<file path="src/rtl/tiny16_pkg.sv">
// Shared definitions for the tiny16 core: word width, reset vector and the
// fetch-unit state encoding.
package tiny16_pkg;

    localparam int WORD_W = 16;
    localparam logic [WORD_W-1:0] RESET_VECTOR = 16'h0000;

    typedef enum logic [1:0] {
        IDLE = 2'd0,
        REQ  = 2'd1,
        DROP = 2'd2
    } fetch_state_e;

    typedef struct packed {
        logic [WORD_W-1:0] word;
        logic [WORD_W-1:0] pc;
    } fetch_entry_t;

endpackage

</file>
<file path="src/rtl/fetch_fifo.sv">
// Synchronous instruction queue with flush; count is registered so a pushed
// entry becomes visible one cycle after the push.
module fetch_fifo #(
    parameter int DEPTH = 4,
    parameter int WIDTH = 32
) (
    input  logic                     clk,
    input  logic                     rst_n,
    input  logic                     clear_i,
    input  logic                     push_i,
    input  logic                     pop_i,
    input  logic [WIDTH-1:0]         wdata_i,
    output logic [WIDTH-1:0]         rdata_o,
    output logic [$clog2(DEPTH):0]   count_o
);

    localparam int AW = $clog2(DEPTH);
    localparam logic [AW:0] FULL_CNT = (AW+1)'(DEPTH);

    logic [WIDTH-1:0] mem_q [DEPTH];
    logic [AW-1:0]    wr_ptr_q, rd_ptr_q;
    logic [AW:0]      count_q;
    logic             push_ok, pop_ok;

    // Guard against overflow/underflow even though the fetch unit never asks for it.
    assign push_ok = push_i && ((count_q != FULL_CNT) || pop_i);
    assign pop_ok  = pop_i && (count_q != '0);

    always_ff @(posedge clk or negedge rst_n) begin
        if (!rst_n) begin
            wr_ptr_q <= '0;
            rd_ptr_q <= '0;
            count_q  <= '0;
        end else if (clear_i) begin
            wr_ptr_q <= '0;
            rd_ptr_q <= '0;
            count_q  <= '0;
        end else begin
            if (push_ok) wr_ptr_q <= wr_ptr_q + 1'b1;
            if (pop_ok)  rd_ptr_q <= rd_ptr_q + 1'b1;
            if (push_ok && !pop_ok)      count_q <= count_q + 1'b1;
            else if (pop_ok && !push_ok) count_q <= count_q - 1'b1;
        end
    end

    always_ff @(posedge clk) begin
        if (push_ok && !clear_i) mem_q[wr_ptr_q] <= wdata_i;
    end

    assign rdata_o = mem_q[rd_ptr_q];
    assign count_o = count_q;

endmodule

</file>
<file path="src/rtl/instr_fetch.sv">
// Instruction fetch unit: single-outstanding memory requester feeding a small
// queue, with redirect flush that drops a stale in-flight response.
module instr_fetch
    import tiny16_pkg::*;
#(
    parameter int                DEPTH    = 4,
    parameter logic [WORD_W-1:0] RESET_PC = RESET_VECTOR
) (
    input  logic              clk,
    input  logic              rst,
    output logic              mem_rd,
    output logic [WORD_W-1:0] mem_addr,
    input  logic              mem_ack,
    input  logic [WORD_W-1:0] mem_rdata,
    output logic [WORD_W-1:0] instr,
    output logic [WORD_W-1:0] instr_pc,
    output logic              instr_valid,
    input  logic              instr_ready,
    input  logic              redirect,
    input  logic [WORD_W-1:0] redirect_pc,
    input  logic              halt
);

    localparam int CW = $clog2(DEPTH) + 1;
    localparam logic [CW:0] DEPTH_W = (CW+1)'(DEPTH);

    fetch_state_e      state_q, state_d;
    logic [WORD_W-1:0] fetch_pc_q, fetch_pc_d;
    logic [WORD_W-1:0] addr_q, addr_d;
    logic [WORD_W-1:0] last_instr_q, last_pc_q;
    logic [CW-1:0]     count;
    logic [CW:0]       occ_next;
    logic              push, pop, issue_ok;
    fetch_entry_t      wr_entry, head;

    // In REQ fetch_pc is the outstanding address; in IDLE/DROP it is the next one to issue.
    assign push        = (state_q == REQ) && mem_ack && !redirect;
    assign instr_valid = (count != '0);
    assign pop         = instr_valid && instr_ready && !redirect;
    assign occ_next    = {1'b0, count} + {{CW{1'b0}}, push} - {{CW{1'b0}}, pop};
    assign issue_ok    = !halt && (occ_next < DEPTH_W);

    assign wr_entry.word = mem_rdata;
    assign wr_entry.pc   = addr_q;

    fetch_fifo #(
        .DEPTH (DEPTH),
        .WIDTH ($bits(fetch_entry_t))
    ) u_fifo (
        .clk     (clk),
        .rst_n   (rst),
        .clear_i (redirect),
        .push_i  (push),
        .pop_i   (pop),
        .wdata_i (wr_entry),
        .rdata_o (head),
        .count_o (count)
    );

    always_comb begin
        state_d    = state_q;
        fetch_pc_d = fetch_pc_q;
        addr_d     = addr_q;
        unique case (state_q)
            IDLE: begin
                if (redirect) begin
                    fetch_pc_d = redirect_pc;
                    if (!halt) begin
                        state_d = REQ;
                        addr_d  = redirect_pc;
                    end
                end else if (issue_ok) begin
                    state_d = REQ;
                    addr_d  = fetch_pc_q;
                end
            end
            REQ: begin
                if (redirect) begin
                    fetch_pc_d = redirect_pc;
                    if (!mem_ack)   state_d = DROP;
                    else if (!halt) addr_d  = redirect_pc;
                    else            state_d = IDLE;
                end else if (mem_ack) begin
                    fetch_pc_d = fetch_pc_q + 1'b1;
                    if (issue_ok) addr_d  = fetch_pc_q + 1'b1;
                    else          state_d = IDLE;
                end
            end
            DROP: begin
                // Queue is empty here, so only halt can hold off the restart.
                if (redirect) fetch_pc_d = redirect_pc;
                if (mem_ack) begin
                    if (!halt) begin
                        state_d = REQ;
                        addr_d  = redirect ? redirect_pc : fetch_pc_q;
                    end else begin
                        state_d = IDLE;
                    end
                end
            end
            default: state_d = IDLE;
        endcase
    end

    always_ff @(posedge clk or negedge rst) begin
        if (!rst) begin
            state_q      <= IDLE;
            fetch_pc_q   <= RESET_PC;
            addr_q       <= '0;
            last_instr_q <= '0;
            last_pc_q    <= '0;
        end else begin
            state_q      <= state_d;
            fetch_pc_q   <= fetch_pc_d;
            addr_q       <= addr_d;
            last_instr_q <= instr;
            last_pc_q    <= instr_pc;
        end
    end

    assign mem_rd   = (state_q != IDLE);
    assign mem_addr = addr_q;
    assign instr    = instr_valid ? head.word : last_instr_q;
    assign instr_pc = instr_valid ? head.pc   : last_pc_q;

endmodule

</file>
<file path="config.mk">
export PLATFORM = sky130hd
export DESIGN_NAME = instr_fetch
export DESIGN_NICKNAME = d
export VERILOG_FILES = /design/src/rtl/tiny16_pkg.sv /design/src/rtl/fetch_fifo.sv /design/src/rtl/instr_fetch.sv
export SDC_FILE = /design/constraint.sdc
export NUM_CORES = 1
export LEC_CHECK = 0
export ABC_AREA = 1
export BUFFER_PORTS_ARGS = -buffer_cell sky130_fd_sc_hd__clkbuf_2
export CORE_UTILIZATION = 50
export DETAILED_ROUTE_END_ITERATION = 10
export MAX_ROUTING_LAYER = met4
export PLACE_DENSITY = 0.69
export SETUP_SLACK_MARGIN = 0.4
export SYNTH_ARGS = -nofsm -noshare
export SYNTH_HDL_FRONTEND = slang
export SYNTH_SLANG_ARGS = --single-unit
</file>
<file path="constraint.sdc">
create_clock -name clk -period 3.2 [get_ports clk]
set_input_delay 0.32 -clock clk [delete_from_list [all_inputs] [get_ports clk]]
set_output_delay 0.32 -clock clk [all_outputs]
set_load 0.02 [all_outputs]
</file>
==> insert_results.sql, run 1 <==
INSERT INTO impl_metrics (metric_group, metric, value, unit) VALUES
('run_status', 'run_status', 'complete, but fails checks', ''),
('run_status', 'violations', 'design-rule violations, negative hold slack', ''),
('die', 'ioPinCount', '88', ''),
('logic_synthesis', 'avgSynthCellArea', '9.34', 'um^2'),
('grt', 'grt_pass1_vias', '6857', ''),
('route', 'drc_errors', '16', ''),
('clock_tree', 'cts_buffers', '23', ''),
('route', 'routed-via-count', '7246', ''),
('power_and_ir_drop', 'power.density', '1000', 'nW/um^2'),
('place', 'dp_slack', '525', 'ps'),
('route', 'initial_drc_count', '527', ''),
('clock_tree', 'cts-root-buf', 'sky130_fd_sc_hd__clkbuf_16', ''),
('logic_synthesis', 'yosys_register_bits', '201', ''),
('sta', 'setup_slack', '614', 'ps'),
('clock_tree', 'clock_buffer_depth', '3', ''),
('route', 'route.detailed.vias_per_inst', '5.47', ''),
('place', 'gpl.final_weighted_congestion', '0.913', ''),
('setup_path', 'timing.critical_path.from', 'u_fifo.count_o[0]', ''),
('logic_synthesis', 'syn-num-nets', '1047', ''),
('die', 'floorplan.die_area', '19200', 'um^2'),
('layout', 'fraction_of_layout_cells_with_a_size_suffix_above_1', '14.8', '%'),
('die', 'fp.coreArea', '18100', 'um^2'),
('setup_path', 'critical_path.max_fanout', '37', ''),
('clock_tree', 'clkLatencyLatePin', '520', 'ps'),
('sta', 'min_period_over_period', '80.8', '%'),
('route', 'drt-pass1-iter-count', '8', ''),
('logic_synthesis', 'netlist_area', '9300', 'um^2'),
('setup_path', 'required', '2880', 'ps'),
('die', 'die-width', '138', 'um'),
('grt', 'antenna_found_initial', '0', ''),
('route', 'final_antenna_net_count', '0', ''),
('power_and_ir_drop', 'largest_voltage_drop_on_the_vdd_net', '514', 'uV'),
('layout', 'area.growth.synth_to_final', '16.1', '%'),
('die', 'effective_utilization_at_floorplan', '51.4', '%'),
('logic_synthesis', 'synth.largest_area_cell', 'sky130_fd_sc_hd__edfxtp_1', ''),
('sta', 'max-slew-margin-rel', '32.7', '%'),
('die', 'die_h', '138', 'um'),
('sta', 'highest_clock_frequency_the_design_can_meet', '0.387', 'GHz'),
('layout', 'postLayoutCoreUtil', '59.7', '%'),
('clock_tree', 'number_of_clock_sinks_seen_by_cts', '201', ''),
('sta', 'period_minus_slack', '2590', 'ps'),
('logic_synthesis', 'synthDistinctLibCells', '32', ''),
('layout', 'final_nets', '1130', ''),
('sta', 'fin_skew', '9.82', 'ps'),
('setup_path', 'worst_setup_path_start_kind', 'flip-flop', ''),
('clock_tree', 'ctsHtreeMaxLevel', '1', ''),
('sta', 'rsz0062_at_grt', 'false', ''),
('sta', 'tns', '0', 'ps'),
('sta', 'fin_hold_ws', '-15.8', 'ps'),
('grt', 'globalRouteTotalUtil', '23.6', '%'),
('logic_synthesis', 'leading_cell_types_by_total_area_after_synthesis', 'sky130_fd_sc_hd__edfxtp_1 (41%), sky130_fd_sc_hd__dfrtp_1 (20%), sky130_fd_sc_hd__nor2_1 (8.6%)', ''),
('route', 'avgRoutedWirePerCell', '16.3', 'um'),
('run', 'cap_violations', '0', ''),
('logic_synthesis', 'synthesis.instances', '996', ''),
('grt', 'maximum_number_of_pins_on_one_net_before_global_route_repair', '74', ''),
('sta', 'final_hold_viol_count', '27', ''),
('place', 'port_buffers', '87', ''),
('logic_synthesis', 'synth_enable_flop_cells', '128', ''),
('logic_synthesis', 'ys.warnings.count', '0', ''),
('sta', 'timing.final.setup_violations', '0', ''),
('setup_path', 'path_class', 'reg -> out', ''),
('power_and_ir_drop', 'power_leakage', '0.00450', 'uW'),
('layout', 'layout_common_cells', 'sky130_fd_sc_hd__nor2_1 (207), sky130_fd_sc_hd__nand2_1 (163), sky130_fd_sc_hd__edfxtp_1 (128), sky130_fd_sc_hd__o21ai_0 (107), sky130_fd_sc_hd__clkbuf_2 (86)', ''),
('layout', 'diodes', '0', ''),
('layout', 'layout_commonest_cell', 'sky130_fd_sc_hd__nor2_1', ''),
('logic_synthesis', 'netlist.area_leader.share', '41.3', '%'),
('setup_path', 'worstReg2RegStart', 'u_fifo.count_o[2]', ''),
('route', 'totalWireLength', '21.6', 'mm'),
('die', 'placementRows', '49', ''),
('grt', 'total_overflow_reported_by_the_global_router', '0', ''),
('clock_tree', 'clk_transition_reported_paths', '60', 'ps');
[cell type report]
cell class                      instances  area [um^2]
Clock buffer                           30          622
Tap cell                              229          287
Sequential cell                       201         5670
Timing Repair Buffer                  106          647
Fill cell                            1539         7290
Inverter                               69          260
Clock inverter                         12         91.3
Multi-Input combinational cell        678         3220
[synthesized netlist by cell type, types with 12 or more instances]
master and number:
sky130_fd_sc_hd__nand2_1 164, sky130_fd_sc_hd__a22oi_1 13, sky130_fd_sc_hd__a21oi_1 71, sky130_fd_sc_hd__a31oi_1 35
sky130_fd_sc_hd__edfxtp_1 128, sky130_fd_sc_hd__nand3_1 30, sky130_fd_sc_hd__o21ai_0 107, sky130_fd_sc_hd__nor2_1 212
sky130_fd_sc_hd__clkbuf_1 33, sky130_fd_sc_hd__inv_1 61, sky130_fd_sc_hd__dfrtp_1 73, sky130_fd_sc_hd__ha_1 12
[logic make-up after synthesis]
group | share of synthesized area (%)
flops | 61.0
compound gates | 14.0
simple gates | 18.4
fa+ha+maj | 1.83
buf+inv | 4.87
[power by group]
group	leakage (uW)	internal (uW)	switching (uW)
Sequential	0.00203	3430	446
Clock	0.000346	1390	1050
Combinational	0.00212	1450	3070
Total	0.00450	6270	4570
[final timing paths]
path / endpoint / slack, ps / cells past startpoint
worst max-delay path: instr_pc[15] / 610 / 5
worst min-delay path: last_instr_q[11] / -20 / 1
worst min register to register: last_instr_q[13] / 550 / 2
min in group clk: u_fifo.mem_q[1][30] / 30 / 1
worst max register to register: mem_addr[10] / 670 / 21
max in group asynchronous: u_fifo.rd_ptr_q[0] / 2520 / 1
[flip-flops by register name (all words and copies together), names as in the netlist]
name and flops:
fetch_pc_q 16, last_instr_q 16, last_pc_q 16, mem_addr 16, state_q 2, u_fifo.count_o 3, u_fifo.mem_q 128, u_fifo.rd_ptr_q 2
u_fifo.wr_ptr_q 2
[worst max-delay path, cell delays in order (launching register included)]
cell and delay, ps:
sky130_fd_sc_hd__dfrtp_1 420, sky130_fd_sc_hd__nor2_4 160, sky130_fd_sc_hd__nand2_2 370, sky130_fd_sc_hd__buf_12 330, sky130_fd_sc_hd__a31oi_1 230, sky130_fd_sc_hd__clkbuf_2 210
[metrics by stage]
| stage | cell area, um^2 | total power, uW | cells | hold slack [ps] |
|---|---|---|---|---|
| after floorplan | 9300 | 6960 | 996 | 24.4 |
| after global placement | 10000 | 8270 | 1281 | 477 |
| after detailed placement | 10000 | 8350 | 1281 | 487 |
| after CTS | 10800 | 10800 | 1323 | 12.9 |
| after global routing | 10800 | 11600 | 1325 | 19.5 |
| final | 10800 | 10800 | 1325 | -15.8 |
[timing repair]
item | in CTS | in global routing
pin swaps | 0 | 1
endpoints found under the setup margin | 3 | 37
buffers inserted | 0 | 2
resized for setup | 1 | 3
[metal layers]
layer  track usage, %  wire [um]
met3             3.19       1400
met5                -          0
met4             6.80        464
met1             30.7       9340
met2             39.0      10300
Note: power is estimated with default switching activity, not from simulation.
==> run 2: changes to the inputs <==
- clock period: 3.2 -> 2.66 ns (I/O delays scaled with it)
==> run 2 against run 1 <==
  * Sequential share of layout area is 6.3 points lower
  * Non-clock buffer count is 54 higher
  * First-iteration DRC count is 11% higher
  * Cell area is 14% higher
  * Wire length is 13% higher
  * Cell count is 4.2% higher
  * Die area stayed put
  * Sequential power is 22% higher
  * Critical endpoint is now mem_addr[0]
  * The flow finishes with violations (design-rule violations)
  * Combinational power is 77% higher
  * Count of clock-buffer cells in the layout is 1 higher
  * Register-to-register slack worse by 470 ps
  * Clock skew hardly changed
==> insert_results.sql, run 2 (same netlist as run 1, synthesis figures left out) <==
INSERT INTO impl_metrics (metric_group, metric, value, unit) VALUES
('route', 'drc_errors', '16', ''),
('clock_tree', 'number_of_clock_sinks_seen_by_cts', '201', ''),
('clock_tree', 'cts_tree', 'done', ''),
('sta', 'min_period_over_period', '92.6', '%'),
('clock_tree', 'cts_buffers', '22', ''),
('layout', 'fraction_of_layout_cells_with_a_size_suffix_above_1', '25.1', '%'),
('setup_path', 'worst_setup_path_start_kind', 'flip-flop', ''),
('sta', 'final_hold_viol_count', '0', ''),
('setup_path', 'path_class', 'reg -> reg', ''),
('die', 'floorplan.die_area', '19200', 'um^2'),
('route', 'avgRoutedWirePerCell', '17.7', 'um'),
('grt', 'global_route_wire_length_before_repair', '35.7', 'mm'),
('power_and_ir_drop', 'switching_power_as_a_share_of_total_power', '41.6', '%'),
('setup_path', 'timing.critical_path.from', 'u_fifo.count_o[2]', ''),
('route', 'totalWireLength', '24.5', 'mm'),
('die', 'ioPinCount', '88', ''),
('die', 'placementRows', '49', ''),
('sta', 'setup_slack', '198', 'ps'),
('power_and_ir_drop', 'clock_power_share', '19.4', '%'),
('setup_path', 'cp.arrival', '2910', 'ps'),
('power_and_ir_drop', 'power_leakage', '0.00500', 'uW'),
('power_and_ir_drop', 'power_report.internal_total', '9210', 'uW'),
('route', 'initial_drc_count', '585', ''),
('run_status', 'run_status', 'complete, but fails checks', ''),
('die', 'die-width', '138', 'um'),
('clock_tree', 'clkLatencyLatePin', '510', 'ps'),
('die', 'fp.coreArea', '18100', 'um^2'),
('setup_path', 'regToRegSetupSlack', '200', 'ps'),
('clock_tree', 'cts-root-buf', 'sky130_fd_sc_hd__clkbuf_16', ''),
('setup_path', 'worst-r2r-cell-count', '20', ''),
('layout', 'area.growth.synth_to_final', '31.9', '%'),
('power_and_ir_drop', 'largest_voltage_drop_on_the_vdd_net', '602', 'uV'),
('run_status', 'violations', 'design-rule violations', ''),
('place', 'placed_cell_area', '10100', 'um^2'),
('setup_path', 'required', '3110', 'ps'),
('route', 'route.detailed.vias_per_inst', '5.52', ''),
('power_and_ir_drop', 'power.density', '1290', 'nW/um^2'),
('sta', 'tns', '0', 'ps'),
('layout', 'max_flop_register', 'u_fifo.mem_q', ''),
('die', 'die_h', '138', 'um'),
('hold_path', 'min_path_cells', '1', ''),
('clock_tree', 'clock_buffer_depth', '3', ''),
('grt', 'total_overflow_reported_by_the_global_router', '0', ''),
('setup_path', 'setup.worst_path.end_class', 'flip-flop', ''),
('layout', 'diodes', '0', ''),
('layout', 'layout_commonest_cell', 'sky130_fd_sc_hd__nor2_1', ''),
('setup_path', 'critical_path.reg2reg.endpoint', 'mem_addr[0]', ''),
('place', 'gpl.final_weighted_congestion', '0.900', ''),
('sta', 'fin_skew', '9.82', 'ps'),
('setup_path', 'critical_path.max_fanout', '8', ''),
('sta', 'highest_clock_frequency_the_design_can_meet', '0.406', 'GHz'),
('layout', 'post-route-cell-area', '12300', 'um^2'),
('route', 'routed-via-count', '7618', ''),
('power_and_ir_drop', 'seq_power_share', '29.9', '%'),
('die', 'effective_utilization_at_floorplan', '51.4', '%'),
('setup_path', 'critical_path.endpoint', 'mem_addr[0]', ''),
('sta', 'rsz0062_at_grt', 'true', ''),
('place', 'dp_slack', '90.6', 'ps'),
('sta', 'period_minus_slack', '2460', 'ps'),
('sta', 'max-slew-margin-rel', '58.9', '%'),
('setup_path', 'worstReg2RegStart', 'u_fifo.count_o[2]', ''),
('grt', 'globalRouteTotalUtil', '24.0', '%'),
('sta', 'max_slew.worst_pin.slew', '616', 'ps'),
('sta', 'maxSlewViolCount', '0', ''),
('place', 'detailed_place_hpwl', '13.6', 'mm'),
('grt', 'maximum_number_of_pins_on_one_net_before_global_route_repair', '44', ''),
('hold_path', 'worst_hold_path_type', 'in -> reg', ''),
('route', 'drt-pass1-iter-count', '8', ''),
('route', 'final_antenna_net_count', '0', ''),
('layout', 'final_nets', '1187', ''),
('clock_tree', 'clk_transition_reported_paths', '60', 'ps'),
('clock_tree', 'ctsHtreeMaxLevel', '1', ''),
('layout', 'max_reg_flops', '128', ''),
('sta', 'timing.final.setup_violations', '0', ''),
('layout', 'layout_common_cells', 'sky130_fd_sc_hd__nor2_1 (185), sky130_fd_sc_hd__nand2_1 (141), sky130_fd_sc_hd__edfxtp_1 (128), sky130_fd_sc_hd__o21ai_0 (85), sky130_fd_sc_hd__dfrtp_1 (72)', ''),
('grt', 'antenna_found_initial', '0', ''),
('power_and_ir_drop', 'comb_power_share', '50.7', '%'),
('power_and_ir_drop', 'net_switching_power', '6560', 'uW'),
('grt', 'grt_pass1_vias', '6900', ''),
('run', 'cap_violations', '0', ''),
('place', 'port_buffers', '87', ''),
('layout', 'postLayoutCoreUtil', '67.8', '%');
[run 2: worst min-delay path by stage]
stage                                      to          from  slack (ps)
after floorplan                 fetch_pc_q[0]           rst         -30
after global placement        last_instr_q[5]           rst         310
after detailed placement      last_instr_q[5]           rst         320
after CTS                 u_fifo.mem_q[3][17]  mem_rdata[1]           2
after global routing      u_fifo.mem_q[2][17]  mem_rdata[1]          20
final                     u_fifo.mem_q[3][17]  mem_rdata[1]          20
[run 2: critical path, cell delays in order (launching register included)]
cell	delay, ps
sky130_fd_sc_hd__dfrtp_1	410
sky130_fd_sc_hd__clkinv_4	100
sky130_fd_sc_hd__a21boi_4	150
sky130_fd_sc_hd__nand2_2	80
sky130_fd_sc_hd__inv_2	60
sky130_fd_sc_hd__ha_4	120
sky130_fd_sc_hd__inv_2	40
sky130_fd_sc_hd__ha_4	260
sky130_fd_sc_hd__inv_2	30
sky130_fd_sc_hd__nor2_2	120
sky130_fd_sc_hd__nand2_2	80
sky130_fd_sc_hd__nand3_2	60
sky130_fd_sc_hd__nand2_2	60
sky130_fd_sc_hd__nor2_4	140
sky130_fd_sc_hd__nand2_4	80
sky130_fd_sc_hd__nand3_4	80
sky130_fd_sc_hd__nand2_4	70
sky130_fd_sc_hd__nor2_4	170
sky130_fd_sc_hd__clkbuf_16	200
sky130_fd_sc_hd__nand2_4	40
sky130_fd_sc_hd__nand2_1	60
[run 2: routing by layer]
metal | share of wire, % | track usage, % | up-vias
met5 | 0 | - | -
met4 | 2.0 | 6.21 | 0
met2 | 50 | 39.5 | 244
met3 | 5.7 | 2.84 | 36
li1 | - | - | 3687
met1 | 43 | 31.8 | 3651
[run 2: repair_timing]
| item | CTS | global route |
|---|---|---|
| hold endpoints to repair | 98 | 0 |
| gates cloned | 1 | 10 |
| hold buffers | 16 | 0 |
| buffers inserted | 9 | 17 |
| resized for setup | 19 | 223 |
| pin swaps | 5 | 34 |
| endpoints found under the setup margin | 51 | 148 |
[run 2: area by class of cell]
| cell class | count | area (um^2) |
|---|---|---|
| Clock inverter | 9 | 113 |
| Clock buffer | 31 | 634 |
| Multi-Input combinational cell | 681 | 3820 |
| Inverter | 69 | 275 |
| Timing Repair Buffer | 160 | 1460 |
| Tap cell | 229 | 287 |
| Sequential cell | 201 | 5670 |
| Timing Repair inverter | 1 | 5.00 |
| Fill cell | 1289 | 5820 |
[run 2: metrics by stage]
step | cells | hold slack (ps) | power, uW
global placement | 1288 | 312 | 10000
floorplan | 996 | -29.6 | 8380
global route | 1381 | 16.4 | 16700
detailed placement | 1288 | 322 | 10100
finish | 1381 | 15.9 | 15800
CTS | 1354 | 2.28 | 13500
[run 2: power by group through the flow]
| stage | Sequential (uW) | Clock, uW | Combinational (uW) |
|---|---|---|---|
| after floorplan | 4670 | 0 | 3720 |
| after global placement | 4690 | 0 | 5310 |
| after detailed placement | 4700 | 0 | 5400 |
| after CTS | 4660 | 3110 | 5720 |
| after global routing | 4820 | 3220 | 8640 |
| final | 4720 | 3060 | 7990 |
